**src/rtl/mul_seq_ctrl_pkg.sv**
```systemverilog
// Shared constants and types for the sequential RV32M multiply controller.
// Provides operand widths, the iteration count, the func3 codes and the FSM state type.
// Holds no logic; every other mul_seq_ctrl file imports it.
package mul_seq_ctrl_pkg;

    localparam int DATA_W   = 32;
    localparam int CNT_W    = 5;
    localparam int MUL_ITER = 32;

    // RV32M func3 encodings for the multiply group
    localparam logic [2:0] INST_MUL    = 3'b000;
    localparam logic [2:0] INST_MULH   = 3'b001;
    localparam logic [2:0] INST_MULHSU = 3'b010;
    localparam logic [2:0] INST_MULHU  = 3'b011;

    typedef enum logic [1:0] {
        ST_IDLE = 2'b00,
        ST_CALC = 2'b01,
        ST_SIGN = 2'b10,
        ST_DONE = 2'b11
    } state_t;

endpackage

```
**src/rtl/mul_seq_ctrl_if.sv**
```systemverilog
// EX-stage <-> multiply controller bundle: request, operands, flush in; stall, result out.
// master = EX stage (drives request/operands/flush), slave = mul_seq_ctrl.
// Flow control is the stall_o level; result_valid_o is a one-cycle write strobe.
interface mul_seq_ctrl_if;
    import mul_seq_ctrl_pkg::*;

    logic              mul_start_i;
    logic [2:0]        func3_i;
    logic [DATA_W-1:0] op1_i;
    logic [DATA_W-1:0] op2_i;
    logic [4:0]        rd_addr_i;
    logic              flush_i;
    logic              stall_o;
    logic [DATA_W-1:0] result_o;
    logic              result_valid_o;
    logic [4:0]        rd_addr_o;

    modport master (
        output mul_start_i, func3_i, op1_i, op2_i, rd_addr_i, flush_i,
        input  stall_o, result_o, result_valid_o, rd_addr_o
    );

    modport slave (
        input  mul_start_i, func3_i, op1_i, op2_i, rd_addr_i, flush_i,
        output stall_o, result_o, result_valid_o, rd_addr_o
    );

endinterface

```
**src/rtl/mul_shift_add.sv**
```systemverilog
// Shift-add datapath: 64-bit accumulator (product high | multiplier) plus multiplicand register.
// One iteration per step strobe; load/negate take effect on the next clock edge.
// No backpressure: strobes are one-hot by construction in the controller (load > step > negate).
// Ports: clk, rst, load/step/negate strobes, mcand_in/mplier_in magnitudes, acc product out.
module mul_shift_add
    import mul_seq_ctrl_pkg::*;
(
    input  logic                clk,
    input  logic                rst,
    input  logic                load,
    input  logic                step,
    input  logic                negate,
    input  logic [DATA_W-1:0]   mcand_in,
    input  logic [DATA_W-1:0]   mplier_in,
    output logic [2*DATA_W-1:0] acc
);

    logic [DATA_W-1:0] mcand_q;
    logic [DATA_W:0]   sum;

    // Upper half plus multiplicand when the current multiplier bit is set;
    // the carry bit becomes the new MSB after the right shift.
    always_comb begin
        sum = {1'b0, acc[2*DATA_W-1:DATA_W]};
        if (acc[0]) begin
            sum = sum + {1'b0, mcand_q};
        end
    end

    always_ff @(posedge clk) begin
        if (rst) begin
            acc     <= '0;
            mcand_q <= '0;
        end else if (load) begin
            acc     <= {{DATA_W{1'b0}}, mplier_in};
            mcand_q <= mcand_in;
        end else if (step) begin
            acc <= {sum, acc[DATA_W-1:1]};
        end else if (negate) begin
            acc <= -acc;
        end
    end

endmodule

```
**src/rtl/mul_seq_ctrl.sv**
```systemverilog
// Sequential RV32M multiply controller (MUL/MULH/MULHSU/MULHU) with pipeline stall.
// Latency: accept at T, result_valid_o at T+34 (32 CALC cycles, 1 SIGN, 1 DONE).
// Backpressure: stall_o holds EX from the accept cycle through SIGN; drops in DONE and on flush.
// Ports: clk, rst (sync, active-high), bus (slave modport of mul_seq_ctrl_if).
module mul_seq_ctrl
    import mul_seq_ctrl_pkg::*;
(
    input  logic           clk,
    input  logic           rst,
    mul_seq_ctrl_if.slave  bus
);

    state_t              state_q, state_d;
    logic [CNT_W-1:0]    cnt_q;
    logic                sel_lo_q;
    logic                neg_q;
    logic [4:0]          rd_q;
    logic [4:0]          rd_out_q;
    logic [DATA_W-1:0]   res_q;

    logic                accept;
    logic                op1_signed;
    logic                op2_signed;
    logic [DATA_W-1:0]   mag1;
    logic [DATA_W-1:0]   mag2;
    logic [2*DATA_W-1:0] acc;
    logic [DATA_W-1:0]   res_sel;
    logic                done_vld;
    logic                step;
    logic                negate;

    assign accept = (state_q == ST_IDLE) && bus.mul_start_i &&
                    !bus.func3_i[2] && !bus.flush_i;

    assign op1_signed = (bus.func3_i == INST_MULH) || (bus.func3_i == INST_MULHSU);
    assign op2_signed = (bus.func3_i == INST_MULH);

    // 0x80000000 negates to itself, which is the correct unsigned magnitude 2^31.
    assign mag1 = (op1_signed && bus.op1_i[DATA_W-1]) ? -bus.op1_i : bus.op1_i;
    assign mag2 = (op2_signed && bus.op2_i[DATA_W-1]) ? -bus.op2_i : bus.op2_i;

    assign step     = (state_q == ST_CALC) && !bus.flush_i;
    assign negate   = (state_q == ST_SIGN) && neg_q && !bus.flush_i;
    assign done_vld = (state_q == ST_DONE) && !bus.flush_i;
    assign res_sel  = sel_lo_q ? acc[DATA_W-1:0] : acc[2*DATA_W-1:DATA_W];

    // Result and rd are driven live in DONE and hold the last written value otherwise.
    assign bus.result_valid_o = done_vld;
    assign bus.result_o       = done_vld ? res_sel : res_q;
    assign bus.rd_addr_o      = done_vld ? rd_q : rd_out_q;

    mul_shift_add u_shift_add (
        .clk       (clk),
        .rst       (rst),
        .load      (accept),
        .step      (step),
        .negate    (negate),
        .mcand_in  (mag1),
        .mplier_in (mag2),
        .acc       (acc)
    );

    always_comb begin
        state_d     = state_q;
        bus.stall_o = 1'b0;
        case (state_q)
            ST_IDLE: begin
                bus.stall_o = accept;
                if (accept) begin
                    state_d = ST_CALC;
                end
            end
            ST_CALC: begin
                bus.stall_o = !bus.flush_i;
                if (cnt_q == CNT_W'(MUL_ITER - 1)) begin
                    state_d = ST_SIGN;
                end
            end
            ST_SIGN: begin
                bus.stall_o = !bus.flush_i;
                state_d     = ST_DONE;
            end
            ST_DONE: begin
                // EX advances while the result writes back; requests here are ignored.
                state_d = ST_IDLE;
            end
            default: begin
                state_d = ST_IDLE;
            end
        endcase
        if (bus.flush_i) begin
            state_d = ST_IDLE;
        end
    end

    always_ff @(posedge clk) begin
        if (rst) begin
            state_q  <= ST_IDLE;
            cnt_q    <= '0;
            sel_lo_q <= 1'b0;
            neg_q    <= 1'b0;
            rd_q     <= '0;
            rd_out_q <= '0;
            res_q    <= '0;
        end else begin
            state_q <= state_d;
            if (accept) begin
                cnt_q    <= '0;
                sel_lo_q <= (bus.func3_i == INST_MUL);
                neg_q    <= (op1_signed & bus.op1_i[DATA_W-1]) ^
                            (op2_signed & bus.op2_i[DATA_W-1]);
                rd_q     <= bus.rd_addr_i;
            end else if (state_q == ST_CALC) begin
                cnt_q <= cnt_q + 1'b1;
            end
            if (done_vld) begin
                res_q    <= res_sel;
                rd_out_q <= rd_q;
            end
        end
    end

endmodule

```
**src/flat_wrapper.sv**
```systemverilog
// flat-port wrapper written by rule: the top's interface ports become plain ports
module mul_seq_ctrl_flat import mul_seq_ctrl_pkg::*;
  (clk, rst, bus_mul_start_i, bus_func3_i, bus_op1_i, bus_op2_i, bus_rd_addr_i, bus_flush_i, bus_stall_o, bus_result_o, bus_result_valid_o, bus_rd_addr_o);
  mul_seq_ctrl_if bus_i ();
  input  logic clk;
  input  logic rst;
  input wire logic [$bits(bus_i.mul_start_i)-1:0] bus_mul_start_i;
  input wire logic [$bits(bus_i.func3_i)-1:0] bus_func3_i;
  input wire logic [$bits(bus_i.op1_i)-1:0] bus_op1_i;
  input wire logic [$bits(bus_i.op2_i)-1:0] bus_op2_i;
  input wire logic [$bits(bus_i.rd_addr_i)-1:0] bus_rd_addr_i;
  input wire logic [$bits(bus_i.flush_i)-1:0] bus_flush_i;
  output wire logic [$bits(bus_i.stall_o)-1:0] bus_stall_o;
  output wire logic [$bits(bus_i.result_o)-1:0] bus_result_o;
  output wire logic [$bits(bus_i.result_valid_o)-1:0] bus_result_valid_o;
  output wire logic [$bits(bus_i.rd_addr_o)-1:0] bus_rd_addr_o;
  assign bus_i.mul_start_i = bus_mul_start_i;
  assign bus_i.func3_i = bus_func3_i;
  assign bus_i.op1_i = bus_op1_i;
  assign bus_i.op2_i = bus_op2_i;
  assign bus_i.rd_addr_i = bus_rd_addr_i;
  assign bus_i.flush_i = bus_flush_i;
  assign bus_stall_o = bus_i.stall_o;
  assign bus_result_o = bus_i.result_o;
  assign bus_result_valid_o = bus_i.result_valid_o;
  assign bus_rd_addr_o = bus_i.rd_addr_o;
  mul_seq_ctrl u_core (.clk(clk), .rst(rst), .bus(bus_i));
endmodule
```
**config.mk**
```make
export PLATFORM = sky130hd
export DESIGN_NAME = mul_seq_ctrl_flat
export DESIGN_NICKNAME = d
export VERILOG_FILES = /design/src/rtl/mul_seq_ctrl_pkg.sv /design/src/rtl/mul_seq_ctrl_if.sv /design/src/rtl/mul_shift_add.sv /design/src/rtl/mul_seq_ctrl.sv /design/src/flat_wrapper.sv
export SDC_FILE = /design/constraint.sdc
export NUM_CORES = 1
export LEC_CHECK = 0
export ABC_AREA = 1
export BUFFER_PORTS_ARGS = -buffer_cell sky130_fd_sc_hd__buf_2
export CAP_MARGIN = 30
export CORE_MARGIN = 3
export CORE_UTILIZATION = 40
export CTS_BUF_LIST = sky130_fd_sc_hd__clkbuf_2
export DETAILED_ROUTE_END_ITERATION = 12
export GPL_TIMING_DRIVEN = 0
export HOLD_SLACK_MARGIN = 0.12
export PLACE_DENSITY_LB_ADDON = 0.15
export RECOVER_POWER = 50
export SYNTH_ARGS = -nofsm -noshare
export SYNTH_HDL_FRONTEND = slang
export SYNTH_SLANG_ARGS = --single-unit
export TNS_END_PERCENT = 1
```
**constraint.sdc**
```tcl
create_clock -name clk -period 4.5 [get_ports clk]
set_input_delay 1.35 -clock clk [delete_from_list [all_inputs] [get_ports clk]]
set_output_delay 1.35 -clock clk [all_outputs]
set_load 0.005 [all_outputs]
```
==> run summary <==
Ys flop type: dfxtp_1
Final core occ: 45.3%
CTS tree: done
Commonest cells post-synth: nand2_1, inv_1, nor2_1
Initial Util: 41.0%
Clock tree buffer depth: 2
Largest net degree at the start of global routing: 19
Initial antenna violation count: 2
R2r worst-path depth: 16
Worst stage delay on the critical path: 0.67 ns
Clock tree sinks: 147
End of the worst register-to-register path: u_core.u_shift_add.acc[62]$_SDFFE_PP0P_
Placed insts: 2816
Sequential power share: 41.2%
Rows: 65
Crit path kind: reg -> out
Vias in the first global route: 14385
Gate power share: 34.5%
Die Wd: 187 um
Layout cells sized above 1: 8.87%
CP Depth: 6
Clk slew on worst S/H paths: 0.30 ns
Place WS: 0.449 ns
WL/cell: 20.9 um
First-pass GRT wire length: 88500 um
Fin worst setup slack: 0.201 ns
PD cells: 245 nW/um2
Status: finished clean
Max-cap violations: 0
Layout area overhead: 10.6%
Most frequent cell after synthesis: nand2_1
Skew final: 0.0377 ns
Crit path max-delay family: buffers and inverters
Worst hold path class: reg -> reg
Clock power share: 24.3%
Die ar.: 34900 um2
Mapped Nets: 2386
Flop-to-flop setup slack: 1.02 ns
Post-synth top area share: 22.5%
Sequential share of the synthesized area: 22.5%
Fin cells: 2855
CP endpoint: bus_stall_o
Synth async-reset ratio: 0%
Die Height: 187 um
Final nets: 2519
Crit-path slowest cell: clkbuf_1
# IOs: 115
Netlist Area Pre-Place: 13100 um2
Cell variety after synth: 55
Critical path buffer and inverter count: 3
Reg2Reg Launch Point: u_core.u_shift_add.acc[0]$_SDFFE_PP0P_
Cts hold-fix bufs: 0
Max Slew Vio Count: 0
First-pass detailed-route iteration total: 7
Internal Dissipation: 1910 uW
Core Footprint: 31900 um2
Final min period: 4.30 ns
Data arrival time of the worst path: 2.95 ns
PortBufs: 114
Post-synthesis average cell area: 5.76 um2
Clk_lat worst skew: 0.86 ns
Final setup fails: 0
Synth Instances: 2267
Sw Ratio: 46.0%
Global route overflow: 0
NetSw: 1630 uW
Req. time, crit path: 3.15 ns
#FFs+latches synth: 147
Total global routing track utilization: 33.1%
Vias/cell: 5.52
Crit Path Max Fanout: 10
RSZ-0062 raised after global routing: no
DP Wirelength: 49700 um
Post-synth EDFFs: 0
Top post-synthesis cells by area: dfxtp_1, nand2_1, inv_1
Final Wtd Congestion: 1.02
Yosys Warn Count: 0
TritonCTS Buffers: 17
Maximum vdd drop: 240 uV
Crit path cell chain: inv_1 -> ha_1 -> nand4_2 -> clkbuf_1 -> a21oi_1 -> buf_2
Max H-tree Level: 4
DRT Wirelength: 59800 um
Hold path cells: 2
Post-synth top area cell: dfxtp_1
Crit path capture type: primary output
CTS Root Buffer Type: clkbuf_2
Max_slew headroom: 37.4%
Final Hold Viols: 0
Setup TNS: 0 ns
Crit. Startpoint: u_core.state_q[0]$_SDFFE_PP0P_
Total vias in the final route: 15772
DRC: 0
Crit share post-route: 95.5%
Max Clk Rate: 233 MHz
Startpoint Class: flip-flop
Leakage power: 0.00736 uW
First DRT Iteration DRCs: 1695
Antenna-violating nets left: 0
Worst slew pin tran: 0.938 ns
==> routing by layer <==
metal / vias to the layer above / global-route usage [%] / wire length (um)
li1: 7606 / - / -
met1: 7359 / 51.0 / 28400
met2: 753 / 47.6 / 24300
met3: 52 / 7.65 / 6430
met4: 2 / 4.68 / 680
met5: - / 0 / 13
==> metrics by stage <==
step / instance area, um2 / total power [uW] / hold slack [ns]
5_1_grt: 14400 / 3720 / 0.506
6_report: 14500 / 3540 / 0.486
2_1_floorplan: 13100 / 2220 / 0.424
4_1_cts: 14400 / 3500 / 0.489
3_5_place_dp: 14200 / 2660 / 0.454
3_3_place_gp: 14200 / 2660 / 0.453
==> worst reg2reg max path: stages (launching register included) <==
cell and delay, ns:
dfxtp_1 0.37, buf_2 0.19, clkinv_2 0.22, clkbuf_1 0.59, ha_1 0.34, nand2_2 0.08
nor2_1 0.32, nand3_2 0.19, inv_2 0.10, nand2_1 0.14, nor2_2 0.24, nand2_1 0.16
xor2_1 0.17, nand2_1 0.07, nand3_1 0.09, nand2_1 0.08, inv_1 0.04
==> flip-flops by register name, summed over array words and instances, names as in the netlist, 2 cells and up <==
register,cells
u_core.rd_q,5
u_core.res_q,32
u_core.u_shift_add.acc,64
u_core.state_q,2
u_core.rd_out_q,5
u_core.u_shift_add.mcand_q,32
u_core.cnt_q,5
==> worst min-delay path by stage <==
| stage | slack [ns] | start | end |
|---|---|---|---|
| 2_1_floorplan | 0.42 | u_core.u_shift_add.mcand_q[16]$_SDFFE_PP0P_ | u_core.u_shift_add.mcand_q[16]$_SDFFE_PP0P_ |
| 3_3_place_gp | 0.45 | u_core.u_shift_add.mcand_q[10]$_SDFFE_PP0P_ | u_core.u_shift_add.mcand_q[10]$_SDFFE_PP0P_ |
| 3_5_place_dp | 0.45 | u_core.u_shift_add.mcand_q[0]$_SDFFE_PP0P_ | u_core.u_shift_add.mcand_q[0]$_SDFFE_PP0P_ |
| 4_1_cts | 0.49 | u_core.u_shift_add.mcand_q[10]$_SDFFE_PP0P_ | u_core.u_shift_add.mcand_q[10]$_SDFFE_PP0P_ |
| 5_1_grt | 0.51 | u_core.rd_out_q[3]$_SDFF_PP0_ | u_core.rd_out_q[3]$_SDFF_PP0_ |
| 6_report | 0.49 | u_core.u_shift_add.mcand_q[10]$_SDFFE_PP0P_ | u_core.u_shift_add.mcand_q[10]$_SDFFE_PP0P_ |
==> layout make-up <==
class | count | area (um2)
antenna | 7 | 17.5
buffer | 77 | 300
clock buffer | 17 | 85.1
clock inverter | 15 | 184
fill | 3624 | 17400
inverter | 331 | 1240
multi-input combinational | 1712 | 8560
sequential | 147 | 2940
tap | 435 | 544
timing repair buffer | 114 | 571
==> layout by cell type (no fill, tap or decap), types with 7 or more instances in the layout <==
| cell type | Yosys | routed |
|---|---|---|
| and2_1 | 34 | 8 |
| nor2_1 | 258 | 261 |
| clkbuf_2 | 0 | 17 |
| inv_2 | 11 | 7 |
| diode_2 | 0 | 7 |
| nand2_1 | 581 | 581 |
| buf_2 | 14 | 123 |
| a31oi_1 | 12 | 12 |
| clkbuf_1 | 56 | 66 |
| ha_1 | 42 | 42 |
| nor3_1 | 27 | 27 |
| nand4_1 | 26 | 26 |
| nor2_4 | 8 | 8 |
| a21oi_1 | 156 | 155 |
| nand3_1 | 206 | 206 |
| or2_2 | 8 | 8 |
| inv_1 | 316 | 320 |
| xor2_1 | 47 | 47 |
| o211ai_1 | 26 | 26 |
| and2_0 | 0 | 26 |
| o21ai_1 | 8 | 7 |
| nor2_2 | 11 | 8 |
| dfxtp_1 | 147 | 147 |
| o21bai_1 | 11 | 11 |
| o21ai_0 | 191 | 192 |
==> logic make-up (layout without fill, tap and decap cells) <==
| logic type | count (synthesis) | count (layout) | synth area share, % |
|---|---|---|---|
| adders and majority gates | 43 | 43 | 4.18 |
| buffers and inverters | 408 | 554 | 11.9 |
| DFF | 147 | 147 | 22.5 |
| other | 0 | 7 | 0 |
| xor gates and xnor gates | 51 | 51 | 3.42 |
| and+or+nand+nor | 1190 | 1190 | 40.1 |
| AOI/OAI and AO/OA | 428 | 428 | 17.9 |
==> power groups by stage <==
stage / Sequential (uW) / Clock [uW] / Combinational, uW
4_1_cts: 1450 / 863 / 1190
3_3_place_gp: 1480 / 0 / 1180
2_1_floorplan: 1420 / 0 / 797
5_1_grt: 1460 / 923 / 1340
6_report: 1460 / 860 / 1220
3_5_place_dp: 1470 / 0 / 1180
==> what timing repair did <==
| item | 4_1_cts | 5_1_grt |
|---|---|---|
| buffers inserted | 0 | 0 |
| hold endpoints to repair | 0 | 0 |
| resized for setup | 0 | 1 |
| setup endpoints to repair | 0 | 1 |
No activity file was read; power rests on OpenSTA's default activity.
